### src/rtl/bus_access_sequencer_pkg.sv
// Shared constants for the bus access sequencer: address-mux select codes,
// state encodings and the counter width helper.
package bus_access_sequencer_pkg;

    localparam logic [1:0] ADDR_BUSX_PC_A      = 2'd0;
    localparam logic [1:0] ADDR_BUSX_ALU_R     = 2'd1;
    localparam logic [1:0] ADDR_BUSX_ALUB_DATA = 2'd2;

    typedef enum logic [1:0] {
        BUS_SEQ_IDLE   = 2'd0,
        BUS_SEQ_SETUP  = 2'd1,
        BUS_SEQ_ACCESS = 2'd2,
        BUS_SEQ_DONE   = 2'd3
    } bus_seq_state_e;

    // Bits needed to hold max_val, never less than one.
    function automatic int cnt_width(input int max_val);
        int w;
        w = $clog2(max_val + 1);
        return (w < 1) ? 1 : w;
    endfunction

endpackage

### src/rtl/bus_wait_counter.sv
// Loadable down-counter that saturates at zero; expired is high while the count is zero.
module bus_wait_counter #(
    parameter int W = 1
) (
    input  logic         clk,
    input  logic         rst,
    input  logic         load,
    input  logic [W-1:0] load_val,
    input  logic         dec,
    output logic         expired
);

    logic [W-1:0] cnt_q, cnt_d;

    always_comb begin
        cnt_d = cnt_q;
        if (load) begin
            cnt_d = load_val;
        end else if (dec && (cnt_q != '0)) begin
            cnt_d = cnt_q - 1'b1;
        end
    end

    always_ff @(posedge clk) begin
        if (rst) cnt_q <= '0;
        else     cnt_q <= cnt_d;
    end

    assign expired = (cnt_q == '0);

endmodule

### src/rtl/bus_access_sequencer.sv
// Arbitrates fetch vs data requests and sequences each memory cycle (SETUP/ACCESS/DONE).
// Define BUS_SEQ_TIMEOUT_EN to add the ACCESS timeout counter and the BUS_ERR pulse.
module bus_access_sequencer
    import bus_access_sequencer_pkg::*;
#(
    parameter int WAIT_STATES    = 1,
    parameter int TIMEOUT_CYCLES = 64
) (
    input  logic       CLK,
    input  logic       RESET,
    input  logic       FETCH_REQ,
    input  logic       DATA_REQ,
    input  logic       DATA_WR,
    input  logic       DATA_ADDR_SEL,
    input  logic       MEM_READY,
    output logic [1:0] ADDR_BUSX,
    output logic       RD,
    output logic       WR,
    output logic       FETCH_ACK,
    output logic       DATA_ACK,
    output logic       BUSY,
    output logic       BUS_ERR
);

    localparam int            WW        = cnt_width(WAIT_STATES);
    localparam logic [WW-1:0] WAIT_LOAD = WW'(WAIT_STATES);

    if (WAIT_STATES < 0 || WAIT_STATES > 15) begin : g_bad_wait_states
        $error("WAIT_STATES must be in 0..15");
    end
    if (TIMEOUT_CYCLES < 1) begin : g_bad_timeout
        $error("TIMEOUT_CYCLES must be at least 1");
    end

    bus_seq_state_e state_q, state_d;
    logic [1:0]     addr_busx_q, addr_busx_d;
    logic           rd_q, rd_d, wr_q, wr_d;
    logic           fetch_ack_q, fetch_ack_d, data_ack_q, data_ack_d;
    logic           busy_q, busy_d;
    logic           is_data_q, is_data_d, is_wr_q, is_wr_d;
    logic           wait_load, wait_dec, wait_expired;
    logic           finish;

    bus_wait_counter #(.W(WW)) u_wait_cnt (
        .clk      (CLK),
        .rst      (RESET),
        .load     (wait_load),
        .load_val (WAIT_LOAD),
        .dec      (wait_dec),
        .expired  (wait_expired)
    );

`ifdef BUS_SEQ_TIMEOUT_EN
    // Loaded with TIMEOUT_CYCLES-1 so expiry lands on the last allowed post-wait cycle.
    localparam int            TW      = cnt_width(TIMEOUT_CYCLES - 1);
    localparam logic [TW-1:0] TO_LOAD = TW'(TIMEOUT_CYCLES - 1);

    logic to_load, to_dec, to_expired;
    logic bus_err_q, bus_err_d;

    bus_wait_counter #(.W(TW)) u_timeout_cnt (
        .clk      (CLK),
        .rst      (RESET),
        .load     (to_load),
        .load_val (TO_LOAD),
        .dec      (to_dec),
        .expired  (to_expired)
    );
`endif

    always_comb begin
        state_d     = state_q;
        addr_busx_d = addr_busx_q;
        rd_d        = 1'b0;
        wr_d        = 1'b0;
        fetch_ack_d = 1'b0;
        data_ack_d  = 1'b0;
        is_data_d   = is_data_q;
        is_wr_d     = is_wr_q;
        wait_load   = 1'b0;
        wait_dec    = 1'b0;
        finish      = 1'b0;
`ifdef BUS_SEQ_TIMEOUT_EN
        to_load     = 1'b0;
        to_dec      = 1'b0;
        bus_err_d   = 1'b0;
`endif
        case (state_q)
            BUS_SEQ_IDLE: begin
`ifdef BUS_SEQ_TIMEOUT_EN
                to_load = 1'b1;
`endif
                if (DATA_REQ) begin
                    state_d     = BUS_SEQ_SETUP;
                    is_data_d   = 1'b1;
                    is_wr_d     = DATA_WR;
                    addr_busx_d = DATA_ADDR_SEL ? ADDR_BUSX_ALU_R : ADDR_BUSX_ALUB_DATA;
                end else if (FETCH_REQ) begin
                    state_d     = BUS_SEQ_SETUP;
                    is_data_d   = 1'b0;
                    is_wr_d     = 1'b0;
                    addr_busx_d = ADDR_BUSX_PC_A;
                end
            end
            BUS_SEQ_SETUP: begin
                state_d   = BUS_SEQ_ACCESS;
                rd_d      = ~is_wr_q;
                wr_d      = is_wr_q;
                wait_load = 1'b1;
            end
            BUS_SEQ_ACCESS: begin
                rd_d = ~is_wr_q;
                wr_d = is_wr_q;
                if (!wait_expired) begin
                    wait_dec = 1'b1;
                end else if (MEM_READY) begin
                    finish = 1'b1;
`ifdef BUS_SEQ_TIMEOUT_EN
                end else if (to_expired) begin
                    finish    = 1'b1;
                    bus_err_d = 1'b1;
                end else begin
                    to_dec = 1'b1;
`endif
                end
            end
            BUS_SEQ_DONE: state_d = BUS_SEQ_IDLE;
            default:      state_d = BUS_SEQ_IDLE;
        endcase

        if (finish) begin
            state_d     = BUS_SEQ_DONE;
            rd_d        = 1'b0;
            wr_d        = 1'b0;
            fetch_ack_d = ~is_data_q;
            data_ack_d  = is_data_q;
        end
        busy_d = (state_d != BUS_SEQ_IDLE);
    end

    always_ff @(posedge CLK) begin
        if (RESET) begin
            state_q     <= BUS_SEQ_IDLE;
            addr_busx_q <= ADDR_BUSX_PC_A;
            rd_q        <= 1'b0;
            wr_q        <= 1'b0;
            fetch_ack_q <= 1'b0;
            data_ack_q  <= 1'b0;
            busy_q      <= 1'b0;
            is_data_q   <= 1'b0;
            is_wr_q     <= 1'b0;
`ifdef BUS_SEQ_TIMEOUT_EN
            bus_err_q   <= 1'b0;
`endif
        end else begin
            state_q     <= state_d;
            addr_busx_q <= addr_busx_d;
            rd_q        <= rd_d;
            wr_q        <= wr_d;
            fetch_ack_q <= fetch_ack_d;
            data_ack_q  <= data_ack_d;
            busy_q      <= busy_d;
            is_data_q   <= is_data_d;
            is_wr_q     <= is_wr_d;
`ifdef BUS_SEQ_TIMEOUT_EN
            bus_err_q   <= bus_err_d;
`endif
        end
    end

    assign ADDR_BUSX = addr_busx_q;
    assign RD        = rd_q;
    assign WR        = wr_q;
    assign FETCH_ACK = fetch_ack_q;
    assign DATA_ACK  = data_ack_q;
    assign BUSY      = busy_q;
`ifdef BUS_SEQ_TIMEOUT_EN
    assign BUS_ERR   = bus_err_q;
`else
    assign BUS_ERR   = 1'b0;
`endif

endmodule

### config.mk
export PLATFORM = sky130hd
export DESIGN_NAME = bus_access_sequencer
export DESIGN_NICKNAME = d
export VERILOG_FILES = /design/src/rtl/bus_access_sequencer_pkg.sv /design/src/rtl/bus_wait_counter.sv /design/src/rtl/bus_access_sequencer.sv
export SDC_FILE = /design/constraint.sdc
export NUM_CORES = 1
export LEC_CHECK = 0
export CORE_MARGIN = 1.5
export CORE_UTILIZATION = 25
export DETAILED_ROUTE_END_ITERATION = 10
export PLACE_DENSITY = 0.53
export SLEW_MARGIN = 20
export SYNTH_ARGS = -nofsm -noshare
export SYNTH_HDL_FRONTEND = slang
export SYNTH_SLANG_ARGS = --single-unit
export TNS_END_PERCENT = 20
### constraint.sdc
create_clock -name CLK -period 1.63 [get_ports CLK]
set_input_delay 0.4075 -clock CLK [delete_from_list [all_inputs] [get_ports CLK]]
set_output_delay 0.4075 -clock CLK [all_outputs]
set_load 0.03 [all_outputs]
==> reports/qor.yml, run 1 <==
routing:
  drtPass1Iterations: 1
  vias_per_cell: 4.30
  routedWlPerCell_um: 9.84
  wl_um: 856
  ant_nets: 0
  drc: 0
  drtIter0Drc: 0
  vias: 374
setup_path:
  crit_path_max_incr_delay_ns: 0.40
  cp_top_family: "buffers and inverters"
  crit_fanout: 2
  endpoint_kind: "primary output"
  path_class: "reg2out"
  required_ns: 1.22
  critical_path_buf_inv_count: 1
  start_kind: "flop"
  path_cells: "dlygate4sd2_1"
  cp.arrival_ns: 1.00
  critPathSlowestCell: "dlygate4sd2_1"
sta:
  finClkSkew_ns: 0.00280
  max_freq_mhz: 710
  setup_tns_ns: 0
  rsz0062_at_grt: "no"
  fin_crit_ns: 1.41
  hold_viol_final: 0
  timing.hold.ws_ns: 0.437
  slew_viol_final: 0
  period_share_pct: 86.4
  finalSetupViolCount: 0
grt:
  antenna_found_initial: 0
  grt_usage_pct: 9.83
  grt_pass1_vias: 336
  grt.overflow.total: 0
  grt_pass1_wl_mm: 1.41
  grt_max_degree: 7
final_layout:
  diodes: 0
  final_common_cell: "dfxtp_1"
  nNetsFinal: 75
  area_delta_synth_final_pct: 35.6
  nFillCells: 207
  instances_no_fill: 87
  drive_gt1_share_pct: 11.3
  layout_common_cells: "dfxtp_1 (12), dlygate4sd2_1 (7), clkdlybuf4s50_1 (6), nor2_1 (5)"
  post-route-util_pct: 36.7
clock_tree:
  clk_path_buf_depth: 2
  worstSkewPairLatency_ns: 0.27
  cts_hold_buffers: 0
  clk_pin_slew_worst_paths_ns: 0.07
  cts.sinks: 12
  post_cts_buffers: 0
  cts_root_buf: "clkbuf_4"
  cts_made_buffers: 3
  cts_max_level: 1
  cts_tree: "yes"
floorplan:
  fp.dieW_um: 46.7
  io_pins: 15
  row_count: 15
  fp.dieArea_um2: 2180
  start_util_pct: 27.1
  fp.dieH_um: 46.7
  core-area_um2: 1760
placement:
  gp_congestion: 0.721
  portBuffers: 13
  placed_cells: 84
power_and_ir_drop:
  p_total_mw: 1.08
  ir_drop_mv: 0.584
  cellLeakagePower_nw: 0.308
  power_density_nw_per_um2: 1670
yosys:
  synth_cell_types: 20
  netlist_instances: 47
  ys_ff_latch: 12
  avgSynthCellArea_um2: 10.2
  yosys_warnings: 0
  netlist_area_um2: 478
  synth_fp_nets: 58
  synth_seq_area_share_pct: 50.3
run:
  drv_cap: 0
worst_hold_path:
  hold_class: "reg2reg"
outcome:
  outcome: "finished clean"
## worst paths after layout
check                                  start            to  slack, ns  depth (start not counted)
worst max-delay path            ADDR_BUSX[1]  ADDR_BUSX[1]       0.22                          1
worst min-delay path                 is_wr_q            RD       0.44                          1
worst max register to register    state_q[0]          BUSY       0.39                          5
worst min register to register       is_wr_q            RD       0.44                          1
## routing by layer
metal  GRT usage (%)  up-vias  routed length, µm
met5               0        -                  0
met4            8.33        0                 31
met3            2.75        4                 61
met2            15.3       11                373
met1            11.0      170                389
li1                -      189                  -
## kinds of logic (layout without fill, tap and decap cells)
family	Yosys count	after routing	synth area share, %
buffers and inverters	6	21	5.76
flip-flops	12	12	50.3
other	1	1	0.785
adder cells (fa/ha/maj)	4	4	10.5
AND/OR/NAND/NOR	14	14	17.0
AO/OA/AOI/OAI	10	10	15.7
## through the flow
step | worst slack (ns) | instance area, µm²
floorplan | 0.501 | 478
global placement | 0.182 | 634
detailed placement | 0.159 | 634
CTS | 0.212 | 648
global route | 0.173 | 648
finish | 0.222 | 648
## cell type report
type / instances / area, µm² / area share (%)
sequential: 12 / 240 / 37.1
inverter: 4 / 15.0 / 2.32
clock buffer: 3 / 22.5 / 3.47
multi-input combinational: 29 / 210 / 32.4
timing repair buffer: 14 / 129 / 19.9
tap: 25 / 31.3 / 4.83
## report_power, final
group / total (mW) / internal, mW / leakage (nW) / switching [mW]
Combinational: 0.480 / 0.208 / 0.196 / 0.272
Sequential: 0.423 / 0.380 / 0.0986 / 0.0437
Clock: 0.179 / 0.0854 / 0.0138 / 0.0940
## sequential cells by signal, summed over array words and instances, names as in the netlist
| register | count |
|---|---|
| DATA_ACK | 1 |
| state_q | 2 |
| WR | 1 |
| ADDR_BUSX | 2 |
| is_wr_q | 1 |
| is_data_q | 1 |
| u_wait_cnt.cnt_q | 1 |
| RD | 1 |
| BUSY | 1 |
| FETCH_ACK | 1 |
## synthesized netlist by cell type (all sizes together)
cell / n / share of area, %
a21oi: 3 / 3.1
a2bb2oi: 1 / 1.8
a31oi: 1 / 1.3
a32oi: 2 / 3.7
and3: 1 / 1.3
buf: 2 / 2.6
conb: 1 / 0.78
dfxtp: 12 / 50
ha: 4 / 10
inv: 4 / 3.1
nand2: 4 / 3.1
nand3b: 1 / 4.2
nor2: 5 / 3.9
nor2b: 1 / 1.8
nor3: 1 / 1.0
nor3b: 1 / 1.6
o21ai: 1 / 1.0
o21ba: 1 / 2.1
o22ai: 1 / 2.6
## what timing repair did
action                     in CTS  in global routing
hold endpoints to repair        0                  0
gates resized for setup         7                  0
setup endpoints to repair       7                  0
(Power assumes the default switching activity.)
==> run 2, diff against run 1 <==
--- a/config.mk
+++ b/config.mk
@@ -5,10 +5,13 @@
 export SDC_FILE = /design/constraint.sdc
 export NUM_CORES = 1
 export LEC_CHECK = 0
+export CELL_PAD_IN_SITES_DETAIL_PLACEMENT = 0
+export CELL_PAD_IN_SITES_GLOBAL_PLACEMENT = 2
 export CORE_MARGIN = 1.5
 export CORE_UTILIZATION = 25
 export DETAILED_ROUTE_END_ITERATION = 10
-export PLACE_DENSITY = 0.53
+export GPL_TIMING_DRIVEN = 0
+export PLACE_DENSITY = 0.77
 export SLEW_MARGIN = 20
 export SYNTH_ARGS = -nofsm -noshare
 export SYNTH_HDL_FRONTEND = slang
==> run 2 against run 1 <==
Final cell count rose by 1.1%. Flip-flop and latch count did not move. Setup slack got worse by 0.00086 ns. Non-clock buffer count did not move. Global-route usage fell by 0.54 points. First-iteration DRC count rose by 8. Sequential share of layout area fell by 0.49 points. Largest power group unchanged. Register-to-register slack barely moved. Combinational power rose by 2%. Wire length rose by 4.1%.
==> reports/qor.yml, run 2 (synthesis results as in run 1) <==
outcome:
  outcome: "finished clean"
setup_path:
  cp_top_family: "buffers and inverters"
  path_cells: "dlygate4sd2_1"
  r2r_cells: 5
  cp.arrival_ns: 1.00
  crit-reg2reg-launch: "state_q[0]"
  crit_start: "ADDR_BUSX[0]"
  path_class: "reg2out"
  critPathSlowestCell: "dlygate4sd2_1"
  critical_path_buf_inv_count: 1
  crit_path_max_incr_delay_ns: 0.40
  required_ns: 1.22
  start_kind: "flop"
  cp.depth: 1
  crit_fanout: 2
  endpoint_kind: "primary output"
sta:
  setup_tns_ns: 0
  slew_viol_final: 0
  rsz0062_at_grt: "no"
  finalSetupViolCount: 0
  hold_viol_final: 0
  timing.hold.ws_ns: 0.438
  finClkSkew_ns: 0.00451
  period_share_pct: 86.5
  max_freq_mhz: 710
  fin_crit_ns: 1.41
clock_tree:
  cts_made_buffers: 3
  cts_max_level: 1
  cts.sinks: 12
  clk_pin_slew_worst_paths_ns: 0.08
  cts_root_buf: "clkbuf_4"
  worstSkewPairLatency_ns: 0.27
  clk_path_buf_depth: 2
  cts_tree: "yes"
grt:
  grt_pass1_vias: 292
  antenna_found_initial: 0
  grt_pass1_wl_mm: 1.37
  grt.overflow.total: 0
  grt_max_degree: 11
  grt_usage_pct: 9.29
worst_hold_path:
  hold_class: "in2reg"
  min_path_cells: 2
  min_from: "RESET"
power_and_ir_drop:
  power_density_nw_per_um2: 1740
  ir_drop_mv: 0.750
  cellLeakagePower_nw: 0.316
routing:
  vias: 362
  wl_um: 891
  drc: 0
  drtPass1Iterations: 2
  ant_nets: 0
  vias_per_cell: 4.11
  routedWlPerCell_um: 10.1
  drtIter0Drc: 8
final_layout:
  diodes: 0
  layout_common_cells: "dfxtp_1 (12), dlygate4sd2_1 (7), nor2_1 (5), clkdlybuf4s50_1 (5)"
  nNetsFinal: 75
  final_common_cell: "dfxtp_1"
  area_delta_synth_final_pct: 37.4
  drive_gt1_share_pct: 14.3
placement:
  gp_congestion: 0.657
  hpwl_um: 632
  portBuffers: 12
floorplan:
  fp.dieH_um: 46.7
  core-area_um2: 1760
  io_pins: 15
  fp.dieW_um: 46.7
  fp.dieArea_um2: 2180
  row_count: 15
  start_util_pct: 27.1
run:
  drv_cap: 0
-- run 2: cell types whose count changed in the layout (fill, tap and decap cells not counted), sizes merged --
cell	previous run	this run
clkbuf	3	4
buf	1	2
clkdlybuf4s50	6	5
-- run 2: layout make-up --
class | instances | area [µm²]
clock buffer | 4 | 36.3
buffer | 2 | 12.5
tap | 25 | 31.3
sequential | 12 | 240
multi-input combinational | 29 | 210
timing repair buffer | 12 | 111
inverter | 4 | 15.0
fill | 199 | 1110
-- run 2: timing repair --
item / 4_1_cts / 5_1_grt
setup buffers: 0 / 0
resized for setup: 7 / 0
setup endpoints to repair: 7 / 0
hold buffers: 0 / 0
endpoints found under the hold margin: 0 / 0
-- run 2: report_power, final --
part / leakage, nW / internal, mW / total [mW] / switching (mW)
registers: 0.0986 / 0.379 / 0.422 / 0.0423
clock network: 0.0210 / 0.136 / 0.234 / 0.0982
logic: 0.196 / 0.209 / 0.491 / 0.281
-- run 2: metrics by stage --
step | cell area (µm²) | setup WS [ns] | util, % | power, mW | std cells
floorplan | 478 | 0.501 | - | 0.795 | 47
global placement | 629 | 0.140 | 35.7 | 0.945 | 84
detailed placement | 629 | 0.146 | 35.7 | 0.946 | 84
CTS | 657 | 0.207 | 37.2 | 1.16 | 88
global route | 657 | 0.172 | 37.2 | 1.23 | 88
finish | 657 | 0.221 | 37.2 | 1.15 | 88
-- run 2: worst paths after layout --
| kind | end | slack (ns) |
|---|---|---|
| worst max-delay path | ADDR_BUSX[0] | 0.22 |
| worst max register to register | BUSY | 0.39 |
| worst min register to register | RD | 0.46 |
| worst min-delay path | state_q[0] | 0.44 |
-- run 2: metal layers --
metal | up-vias | share of wire (%) | wire length, µm | track usage [%]
li1 | 186 | - | - | -
met1 | 166 | 51 | 455 | 12.3
met2 | 10 | 44 | 392 | 12.2
met3 | 0 | 4.8 | 43 | 7.06
met4 | 0 | 0 | 0 | 1.67
met5 | - | 0 | 0 | 0
==> run 3, diff against run 2 <==
--- a/config.mk
+++ b/config.mk
@@ -5,13 +5,14 @@
 export SDC_FILE = /design/constraint.sdc
 export NUM_CORES = 1
 export LEC_CHECK = 0
+export ABC_AREA = 1
 export CELL_PAD_IN_SITES_DETAIL_PLACEMENT = 0
 export CELL_PAD_IN_SITES_GLOBAL_PLACEMENT = 2
 export CORE_MARGIN = 1.5
-export CORE_UTILIZATION = 25
+export CORE_UTILIZATION = 24
 export DETAILED_ROUTE_END_ITERATION = 10
 export GPL_TIMING_DRIVEN = 0
-export PLACE_DENSITY = 0.77
+export PLACE_DENSITY = 0.79
 export SLEW_MARGIN = 20
 export SYNTH_ARGS = -nofsm -noshare
 export SYNTH_HDL_FRONTEND = slang
==> run 3 against run 2 <==
Sequential share of layout area down 0.62 points. Flip-flop and latch count did not move. Final cell count is 18% higher. Core utilization is 2.8 points lower. Clock skew fell by 0.0012 ns. Count of clock-buffer cells in the layout decreased by 1. Setup slack gained 0.011 ns. Largest cell class unchanged. Register-to-register slack got worse by 0.03 ns. Critical path depth unchanged.
==> reports/qor.yml, run 3 <==
grt:
  grt_max_degree: 8
  grt_pass1_vias: 332
  grt_pass1_wl_mm: 1.37
  grt_usage_pct: 8.93
  antenna_found_initial: 0
  grt.overflow.total: 0
yosys:
  yosys_warnings: 0
  synth_compound_area_share_pct: 4.08
  ys_async_sr_fraction_pct: 0
  netlist_instances: 61
  synthSimpleGateAreaFrac_pct: 26.8
  synth_top_family_by_area: "simple AND/OR/NAND/NOR gates"
  avgSynthCellArea_um2: 8.04
  synth_cell_types: 16
  synthTopCellsByArea: "dfxtp_1 (49%), ha_1 (10%), nand2_1 (7.7%), nor2_1 (6.9%), inv_1 (4.6%)"
  ys_ff_latch: 12
  synth.most_common_cell: "dfxtp_1"
  post_synth_fa_ha_maj_area_fraction_pct: 10.2
  synth_xor_area_share_pct: 0
  yosysTopAreaCellShare_pct: 49.0
  post-synth-top-area-cell: "dfxtp_1"
  synth_top_flop_cell: "dfxtp_1"
  synth_common_cells: "dfxtp_1 (12), nand2_1 (10), nor2_1 (9)"
  synth_fp_nets: 72
  synth_edf_count: 0
  synthMuxAreaShare_pct: 0
  netlist_area_um2: 490
  synth_seq_area_share_pct: 49.0
placement:
  portBuffers: 13
  hpwl_um: 709
  gp_congestion: 0.684
setup_path:
  ff2ff_setup_slack_ns: 0.36
  r2r_cells: 8
  crit_fanout: 2
  crit_path_max_incr_delay_ns: 0.40
  critPathSlowestCell: "dlygate4sd2_1"
  cp_top_family: "buffers and inverters"
  required_ns: 1.22
  cp.depth: 1
  cp-endpoint: "ADDR_BUSX[0]"
  critical_path_buf_inv_count: 1
  crit_start: "ADDR_BUSX[0]"
  path_class: "reg2out"
  path_cells: "dlygate4sd2_1"
  reg2reg_to: "BUSY"
  cp.arrival_ns: 0.99
  crit-reg2reg-launch: "state_q[0]"
  start_kind: "flop"
  endpoint_kind: "primary output"
worst_hold_path:
  hold_class: "reg2reg"
power_and_ir_drop:
  cellLeakagePower_nw: 0.328
  seqPwrFrac_pct: 39.6
  power_density_nw_per_um2: 1580
  p_int_mw: 0.634
  combPwrFrac_pct: 43.8
  switching_share_pct: 40.0
  ir_drop_mv: 0.819
  pwr-share-clk_pct: 16.6
  p_sw_mw: 0.422
floorplan:
  row_count: 16
  start_util_pct: 25.3
  fp.dieH_um: 48.2
  core-area_um2: 1940
  io_pins: 15
  fp.dieArea_um2: 2320
  fp.dieW_um: 48.2
sta:
  fin_crit_ns: 1.40
  timing.hold.ws_ns: 0.442
  hold_viol_final: 0
  period_share_pct: 85.8
  finalSetupViolCount: 0
  slew_viol_final: 0
  max_freq_mhz: 715
  rsz0062_at_grt: "no"
  finClkSkew_ns: 0.00332
  setup_tns_ns: 0
clock_tree:
  cts_tree: "yes"
  cts_hold_buffers: 0
  cts.sinks: 12
  cts_max_level: 1
  cts_root_buf: "clkbuf_4"
  cts_made_buffers: 3
  clk_path_buf_depth: 2
  worstSkewPairLatency_ns: 0.27
  clk_pin_slew_worst_paths_ns: 0.07
final_layout:
  nNetsFinal: 90
  final_common_cell: "dfxtp_1"
  layout_common_cells: "dfxtp_1 (12), nand2_1 (10), nor2_1 (9), dlygate4sd2_1 (7)"
  drive_gt1_share_pct: 14.3
  diodes: 0
  area_delta_synth_final_pct: 36.2
routing:
  drc: 0
  drtIter0Drc: 3
  vias_per_cell: 4.00
  routedWlPerCell_um: 8.74
  vias: 416
  drtPass1Iterations: 2
  ant_nets: 0
  wl_um: 909
run:
  drv_cap: 0
outcome:
  outcome: "finished clean"
==> run 3: area by class of cell <==
type	instances	area (µm²)
timing repair buffer	13	121
clock buffer	3	22.5
inverter	10	37.5
fill	226	1270
buffer	1	7.51
tap	27	33.8
sequential	12	240
multi-input combinational	38	205
==> run 3: power groups by stage <==
| stage | logic, mW | registers, mW | clock network, mW |
|---|---|---|---|
| detailed placement | 0.494 | 0.429 | 0 |
| floorplan | 0.272 | 0.496 | 0 |
| CTS | 0.474 | 0.420 | 0.183 |
| global placement | 0.495 | 0.426 | 0 |
| global route | 0.519 | 0.429 | 0.190 |
| finish | 0.463 | 0.419 | 0.175 |
==> run 3: metrics by stage <==
step / cells / cell area [µm²] / total power [mW] / setup WS, ns / util [%]
after detailed placement: 101 / 654 / 0.922 / 0.107 / 33.7
final: 104 / 668 / 1.06 / 0.232 / 34.4
after global placement: 101 / 654 / 0.921 / 0.130 / 33.7
after global routing: 104 / 668 / 1.14 / 0.174 / 34.4
after CTS: 104 / 668 / 1.08 / 0.219 / 34.4
after floorplan: 61 / 490 / 0.768 / 0.498 / -
==> run 3: cells by family after synthesis <==
logic type,Yosys count
and+or+nand+nor,29
adders and majority gates,4
DFF,12
buffers and inverters,11
other,1
AOI/OAI and AO/OA,4
==> run 3: repair_timing <==
item / CTS / global route
resized for setup: 7 / 0
setup buffers: 0 / 0
setup endpoints to repair: 7 / 0
==> run 3: routing by layer <==
| metal | track usage, % | up-vias | routed length, µm |
|---|---|---|---|
| li1 | - | 220 | - |
| met1 | 10.8 | 186 | 409 |
| met2 | 12.9 | 8 | 433 |
| met3 | 5.56 | 2 | 57 |
| met4 | 3.24 | 0 | 9 |
| met5 | 0 | - | 0 |
==> run 3: worst min path at each step <==
stage                    from        end  slack (ns)  cells after the start
floorplan             is_wr_q         RD        0.41                      1
global placement      is_wr_q         RD        0.43                      1
detailed placement    is_wr_q         RD        0.44                      1
CTS                   is_wr_q         RD        0.45                      1
global route        is_data_q  FETCH_ACK        0.47                      1
finish                is_wr_q         RD        0.44                      1
